[src/rtl/switch_debouncer_pkg.sv]
// switch_debouncer_pkg: shared constants and sizing helpers for the switch debouncer.
// Counter width and millisecond-to-cycle conversion are derived from the 50 MHz board clock.
package switch_debouncer_pkg;

    localparam int CLK_HZ            = 50000000;
    localparam int DB_WIDTH_DEFAULT  = 16;
    localparam int DB_STABLE_DEFAULT = 500000;

    function automatic int cnt_w(input int stable_cycles);
        return (stable_cycles < 2) ? 1 : $clog2(stable_cycles);
    endfunction

    function automatic int ms_to_cycles(input int ms);
        return (CLK_HZ / 1000) * ms;
    endfunction

endpackage

[src/rtl/debounce_channel.sv]
// debounce_channel: one-bit synchroniser, stability counter and optional edge strobes.
// Strobe registers exist only when SWITCH_DEBOUNCER_PULSE_EN is defined.
module debounce_channel
    import switch_debouncer_pkg::*;
#(
    parameter int STABLE_CYCLES = DB_STABLE_DEFAULT
) (
    input  logic Clk,
    input  logic Resetn,
    input  logic raw,
    output logic db,
    output logic rise,
    output logic fall
);

    localparam int CW = cnt_w(STABLE_CYCLES);

    logic          sync1;
    logic          sync2;
    logic [CW-1:0] cnt;
    logic          accept;

    assign accept = (sync2 != db) && (cnt == CW'(STABLE_CYCLES - 1));

    // Any sample agreeing with db restarts the filter; acceptance also clears it, so cnt never wraps.
    always_ff @(posedge Clk) begin
        if (!Resetn) begin
            sync1 <= 1'b0;
            sync2 <= 1'b0;
            cnt   <= '0;
            db    <= 1'b0;
        end else begin
            sync1 <= raw;
            sync2 <= sync1;
            cnt   <= (sync2 == db || accept) ? '0 : cnt + 1'b1;
            if (accept)
                db <= sync2;
        end
    end

`ifdef SWITCH_DEBOUNCER_PULSE_EN
    always_ff @(posedge Clk) begin
        if (!Resetn) begin
            rise <= 1'b0;
            fall <= 1'b0;
        end else begin
            rise <= accept & sync2;
            fall <= accept & ~sync2;
        end
    end
`else
    assign rise = 1'b0;
    assign fall = 1'b0;
`endif

endmodule

[src/rtl/switch_debouncer.sv]
// switch_debouncer: WIDTH independent debounce channels for raw DE2 switches and keys.
// Rise/fall strobes are built only when SWITCH_DEBOUNCER_PULSE_EN is defined, else tied to 0.
module switch_debouncer
    import switch_debouncer_pkg::*;
#(
    parameter int WIDTH         = DB_WIDTH_DEFAULT,
    parameter int STABLE_CYCLES = DB_STABLE_DEFAULT
) (
    input  logic             Clk,
    input  logic             Resetn,
    input  logic [WIDTH-1:0] raw_in,
    output logic [WIDTH-1:0] db_out,
    output logic [WIDTH-1:0] rise_pulse,
    output logic [WIDTH-1:0] fall_pulse
);

    for (genvar i = 0; i < WIDTH; i++) begin : g_ch
        debounce_channel #(
            .STABLE_CYCLES(STABLE_CYCLES)
        ) u_ch (
            .Clk   (Clk),
            .Resetn(Resetn),
            .raw   (raw_in[i]),
            .db    (db_out[i]),
            .rise  (rise_pulse[i]),
            .fall  (fall_pulse[i])
        );
    end

endmodule
[config.mk]
export PLATFORM = sky130hd
export DESIGN_NAME = switch_debouncer
export DESIGN_NICKNAME = d
export VERILOG_FILES = /design/src/rtl/switch_debouncer_pkg.sv /design/src/rtl/debounce_channel.sv /design/src/rtl/switch_debouncer.sv
export SDC_FILE = /design/constraint.sdc
export NUM_CORES = 1
export LEC_CHECK = 0
export CORE_MARGIN = 2
export CORE_UTILIZATION = 35
export DETAILED_ROUTE_END_ITERATION = 10
export MAX_ROUTING_LAYER = met4
export PLACE_DENSITY = 0.54
export SETUP_SLACK_MARGIN = 0.2
export SYNTH_ARGS = -nofsm -noshare
export SYNTH_HDL_FRONTEND = slang
export SYNTH_SLANG_ARGS = --single-unit
[constraint.sdc]
create_clock -name Clk -period 2.4 [get_ports Clk]
set_clock_uncertainty 0.2 [all_clocks]
set_input_delay 0.48 -clock Clk [delete_from_list [all_inputs] [get_ports Clk]]
set_output_delay 0.48 -clock Clk [all_outputs]
set_load 0.01 [all_outputs]
## After elaboration in Yosys (flattened, before gate mapping)

Cells that the tools add are included.

| operators by class | value |
|---|---|
| $add $sub $neg | 16 |
| equal/unequal tests | 48 |
| bitwise logic cells | 1 |
| reductions and logical operators | 48 |

Operator list:

| cell | number |
|---|---|
| adder 19 x 1 -> 19 bit (second input constant) | 16 |
| == test 19 bit (second input constant) | 16 |
| OR reduction 2 bit | 16 |
| == test 1 bit | 16 |
| logical AND 1 bit | 16 |
| logical OR 1 bit | 16 |
| inequality test 1 bit | 16 |
| inverter 1 bit | 1 |

| storage, ports and cells | value |
|---|---|
| bits in registers | 352 |
| bits of input ports | 18 |
| output and inout port bits | 48 |
| logic and storage cells | 177 |

## Logic depth before layout (Yosys ltp)

| logic depth | value |
|---|---|
| depth after elaboration | 4 |
| gate-level depth with buffers | 7 |
| mapped depth without buffers | 5 |

## Modules after synthesis

Synthesis repeated with hierarchy kept, for this count alone.

| unflattened totals | value |
|---|---|
| cells, all modules | 1791 |
| area total of the unflattened synthesis | 16095.4 um^2 |

Modules (own cells, without submodules):

| module | instances | cells an instance | area an instance (um^2) | seq. area each (um^2) |
|---|---|---|---|---|
| debounce_channel (g_ch[0].u_ch ...) | 15 | 112 | 1006.0 | 440.4 |
| debounce_channel (g_ch[4].u_ch) | 1 | 111 | 1006.0 | 440.4 |

## Worst setup path before layout

No wires, ideal clock.

| timing | value |
|---|---|
| path kind | register -> register |
| from | reg g_ch[8].u_ch.cnt[0] |
| to | reg g_ch[8].u_ch.cnt[10] |
| setup time | 0.128 ns |
| data arrival time | 1.851 ns |
| required time | 2.072 ns |
| path slack | 0.222 ns |
| stages on the path, launching flop included | 8 |
| path buffers | 2 |
| period minus slack after synthesis | 2.178 ns |
| cell sequence | dfxtp_1 ha_1 and3_1 clkbuf_1 nand3_1 o211ai_1 clkbuf_1 nor2_1 |

| on the way | value |
|---|---|
| longest elaborated chain between the ends | 4 |
| elaborated cells between the ends (all ways) | 5 |

Ends and longest elaborated chain:

| item | line | source |
|---|---|---|
| from (decl) | debounce_channel.sv:20 | `logic [CW-1:0] cnt;` |
| from (signal assigned) | debounce_channel.sv:35 | `cnt <= (sync2 == db \|\| accept) ? '0 : cnt + 1'b1;` |
| parallel branches: the longest is 4 deep, another holds adder 19 x 1 -> 19 bit | -- |  |

Parallel ways; which one is timed is not known.
A chain may end at the register's enable or synchronous reset.

## Final worst setup path

| timing | value |
|---|---|
| from | reg g_ch[12].u_ch.cnt[5] |
| to | reg g_ch[12].u_ch.cnt[12] |

| on the way | value |
|---|---|
| longest elaborated chain between the ends | 4 |
| elaborated cells between the ends (all ways) | 5 |

Ends and longest elaborated chain:

| item | line |
|---|---|
| from (decl) | debounce_channel.sv:20 |
| from (signal assigned) | debounce_channel.sv:35 |
| parallel branches: the longest is 4 deep, another holds adder 19 x 1 -> 19 bit | -- |

Parallel ways; which one is timed is not known.

==> impl_metrics.xml <==
<?xml version="1.0" encoding="UTF-8"?>
<metrics>
  <group name="global_route">
    <metric name="grt-ovfl-total" unit="">0</metric>
    <metric name="gr-usage-all-layers" unit="%">13.2</metric>
    <metric name="first_global_vias" unit="">11300</metric>
    <metric name="top_usage_layer" unit="">met2</metric>
    <metric name="antenna_found_initial" unit="">0</metric>
    <metric name="gr-usage-met1" unit="%">17.1</metric>
    <metric name="globalRouteMet3Util" unit="%">2.63</metric>
    <metric name="grtUsageMet2" unit="%">20.5</metric>
    <metric name="grt_pass1_wl" unit="µm">51800</metric>
    <metric name="grt_max_degree" unit="">33</metric>
  </group>
  <group name="setup_path">
    <metric name="r2r_path_end" unit="">g_ch[12].u_ch.cnt[12]</metric>
    <metric name="crit-reg2reg-launch" unit="">g_ch[12].u_ch.cnt[5]</metric>
    <metric name="crit_path_max_fanout" unit="">8</metric>
    <metric name="data_required_critical_path" unit="ps">2620</metric>
    <metric name="timing.critical_path.max_delay_family" unit="">simple AND/OR/NAND/NOR gates</metric>
    <metric name="crit_path_start_kind" unit="">register</metric>
    <metric name="r2r.worst_path.cells" unit="">5</metric>
    <metric name="worst_ep_arrival_time" unit="ps">2430</metric>
    <metric name="critical-path-slowest-cell" unit="">or4_4</metric>
    <metric name="slack_of_the_worst_reg_to_reg_path" unit="ps">190</metric>
    <metric name="cp.depth" unit="">5</metric>
    <metric name="worstSetupPathType" unit="">reg -&gt; reg</metric>
    <metric name="critPathCapture" unit="">g_ch[12].u_ch.cnt[12]</metric>
    <metric name="worstPathCellList" unit="">or4b_4, or4_4, o21bai_4, bufbuf_16, nor2_1</metric>
    <metric name="end_kind" unit="">register</metric>
    <metric name="crit_path_max_incr_delay" unit="ps">580</metric>
    <metric name="cp-startpoint" unit="">g_ch[12].u_ch.cnt[5]</metric>
    <metric name="critical_path.n_buffers_inverters" unit="">1</metric>
  </group>
  <group name="yosys">
    <metric name="synthFlopType" unit="">dfxtp_1</metric>
    <metric name="yosys.area.top_type" unit="">dfxtp_1</metric>
    <metric name="ys_async_sr_fraction" unit="%">0</metric>
    <metric name="ys_seq_area_share" unit="%">45.1</metric>
    <metric name="synth_cell_count_leaders" unit="">dfxtp_1, nor2_1, xor2_1, nand3_1, nand2_1</metric>
    <metric name="ys_types" unit="">49</metric>
    <metric name="synth_adder_area_share" unit="%">1.28</metric>
    <metric name="synth-compound-area-share" unit="%">7.80</metric>
    <metric name="postSynthRegisterBits" unit="">352</metric>
    <metric name="synthMostInstantiatedCell" unit="">dfxtp_1</metric>
    <metric name="xor_xnor_cell_area_share_of_the_yosys_netlist" unit="%">11.6</metric>
    <metric name="synth_largest_type_area_fraction" unit="%">45.1</metric>
    <metric name="synth_area" unit="µm²">15600</metric>
    <metric name="edff_count_synth" unit="">0</metric>
    <metric name="yosys_warnings" unit="">0</metric>
    <metric name="syn-instance-count" unit="">1797</metric>
    <metric name="synth_top_family_by_area" unit="">simple AND/OR/NAND/NOR gates</metric>
    <metric name="post_synth_mux_area_share" unit="%">0.0641</metric>
    <metric name="netlist_top_cells_area" unit="">dfxtp_1, xor2_1, nor2_1</metric>
    <metric name="post_synth.cell_area_avg" unit="µm²">8.69</metric>
    <metric name="synth_simple_gate_area_share" unit="%">29.3</metric>
  </group>
  <group name="clock_network">
    <metric name="tritoncts" unit="">done</metric>
    <metric name="clock_path_buffers" unit="">3</metric>
    <metric name="clkLatencyLatePin" unit="ps">540</metric>
    <metric name="worst_setup_hold_path_clk_slew" unit="ps">60</metric>
    <metric name="cts-htree-levels" unit="">2</metric>
    <metric name="numClockSinks" unit="">352</metric>
    <metric name="cts_buffers" unit="">40</metric>
    <metric name="clk_root_buf" unit="">clkbuf_16</metric>
  </group>
  <group name="routing">
    <metric name="wirelength" unit="µm">29900</metric>
    <metric name="routed_wire_length_per_instance" unit="µm">12.1</metric>
    <metric name="drt-initial-drc-count" unit="">531</metric>
    <metric name="drcViolationCount" unit="">0</metric>
    <metric name="detail-route-antenna-nets" unit="">0</metric>
    <metric name="drt-vias-per-instance" unit="">4.90</metric>
    <metric name="detailroute.via_count" unit="">12100</metric>
    <metric name="drt_pre_antenna_iters" unit="">4</metric>
  </group>
  <group name="sta">
    <metric name="worstMarginPinSlew" unit="ps">638</metric>
    <metric name="fmax" unit="MHz">453</metric>
    <metric name="slew_headroom" unit="%">57.1</metric>
    <metric name="setup_failing_eps_final" unit="">0</metric>
    <metric name="unrepaired_setup_endpoints_after_global_routing" unit="">yes</metric>
    <metric name="finalCritPeriodShare" unit="%">92.1</metric>
    <metric name="period_minus_slack" unit="ps">2210</metric>
    <metric name="slew_viol_final" unit="">0</metric>
    <metric name="final_report_hold_violation_count" unit="">0</metric>
    <metric name="totalNegativeSetupSlack" unit="ps">0</metric>
  </group>
  <group name="floorplanning">
    <metric name="dieWidth" unit="µm">215</metric>
    <metric name="die_h" unit="µm">215</metric>
    <metric name="initial_core_util" unit="%">35.4</metric>
    <metric name="io-pin-count" unit="">66</metric>
    <metric name="core-area" unit="µm²">44100</metric>
    <metric name="die-area" unit="µm²">46300</metric>
    <metric name="core.rowCount" unit="">77</metric>
  </group>
  <group name="place">
    <metric name="placed_cells" unit="">2377</metric>
    <metric name="io_buffers" unit="">33</metric>
    <metric name="dpl_cell_area" unit="µm²">16400</metric>
    <metric name="routabilityCongestion" unit="">0.814</metric>
    <metric name="detailed_place_hpwl" unit="µm">20100</metric>
  </group>
  <group name="cells_and_area">
    <metric name="antennaDiodeCount" unit="">0</metric>
    <metric name="drive_above_1_share" unit="%">8.71</metric>
    <metric name="final_instance_area" unit="µm²">18100</metric>
    <metric name="final_cell_count_no_fill" unit="">2464</metric>
    <metric name="syn_to_final_growth" unit="%">16.0</metric>
    <metric name="fin_nets" unit="">1874</metric>
  </group>
  <group name="power_and_ir_drop">
    <metric name="leakage" unit="nW">5.65</metric>
    <metric name="max-vdd-ir-drop" unit="µV">429</metric>
    <metric name="power-per-cell-area" unit="nW/µm²">692</metric>
  </group>
  <group name="worst_hold_path">
    <metric name="hp-start" unit="">Resetn</metric>
    <metric name="timing.hold.worst.class" unit="">in -&gt; reg</metric>
  </group>
  <group name="run">
    <metric name="cap_violations" unit="">0</metric>
  </group>
  <group name="run_status">
    <metric name="outcome" unit="">finished, final reports clean</metric>
  </group>
</metrics>
==> worst min-delay path by stage <==
stage / slack, ps / end / depth (start not counted)
6_report: 60 / g_ch[6].u_ch.sync1 / 2
5_1_grt: 50 / g_ch[6].u_ch.sync1 / 2
4_1_cts: 30 / g_ch[6].u_ch.sync1 / 2
3_5_place_dp: 220 / g_ch[3].u_ch.sync2 / 1
3_3_place_gp: 220 / g_ch[11].u_ch.sync2 / 1
2_1_floorplan: 210 / g_ch[0].u_ch.sync2 / 1
==> stage by stage <==
stage | setup slack [ps] | utilization [%] | power (mW) | hold slack [ps]
floorplan | 222 | - | 6.16 | 212
global placement | 122 | 37.3 | 6.20 | 215
detailed placement | 86.3 | 37.3 | 6.20 | 221
CTS | 177 | 40.8 | 12.8 | 30.0
global route | 142 | 41.1 | 13.1 | 55.0
finish | 191 | 41.1 | 12.5 | 58.6
==> metal layers <==
metal  wire, µm  up-vias  part of all wire, %
li1           -     6332                    -
met1      14800     5543                   49
met2      13400      145                   45
met3       1070       59                  3.6
met4        675        0                  2.3
met5          0        -                    0
==> where the power goes <==
part / leakage [nW] / internal, mW / switching [mW]
registers: 2.85 / 5.87 / 0.0191
logic: 2.09 / 0.0765 / 0.111
clock network: 0.711 / 4.05 / 2.41
total: 5.65 / 10.0 / 2.54
==> sequential cells by signal (all words and copies together), names as in the netlist <==
signal and flops:
g_ch.u_ch.cnt 304, g_ch.u_ch.sync1 16, g_ch.u_ch.sync2 16, g_ch.u_ch.db 16
==> what timing repair did <==
item                       CTS  global route
hold buffers                 0             0
setup buffers                8             3
setup endpoints to repair   47            48
gates cloned                 1             1
pin swaps                    3             7
resized for setup           18            33
hold endpoints to repair     0             0
==> cell families (layout without fill, tap and decap cells) <==
kind of cell / after synthesis / after routing
compound gates: 207 / 207
xor+xnor: 207 / 207
fa+ha+maj: 16 / 16
buf+inv: 150 / 194
flops: 352 / 352
mux: 1 / 1
other cells: 1 / 32
simple gates: 863 / 863
==> final cells by class <==
type                    count  area (µm²)
repair buffers             69         678
fillers                  4399       26000
inverters                  51         191
flip-flops and latches    352        7070
multi-input cells        1326        8010
clock inverters            15         215
clock buffers              59        1210
well taps                 592         741
==> cell usage in the layout, fill, tap and decap left out, types with 5 or more instances in the layout <==
cell,n
o31ai_1,31
o21bai_1,11
nand2_1,116
a21oi_2,6
nor4_1,38
and2_1,49
xnor2_1,86
clkbuf_8,10
a21oi_1,86
nor4b_1,16
nand3_1,117
conb_1,32
or4_4,6
clkinv_2,8
clkbuf_1,7
or2_2,9
and3_1,10
or3_1,66
buf_4,29
inv_1,51
nor3_1,26
dfxtp_2,14
nand4_1,72
ha_1,15
or4_1,31
nor2_1,239
clkdlybuf4s50_1,22
bufinv_16,5
clkbuf_16,43
and4_1,36
nand3b_1,5
dlygate4sd2_1,8
dfxtp_1,336
xor2_1,121
o21ai_0,57
No activity file was read; power rests on OpenSTA's default activity.
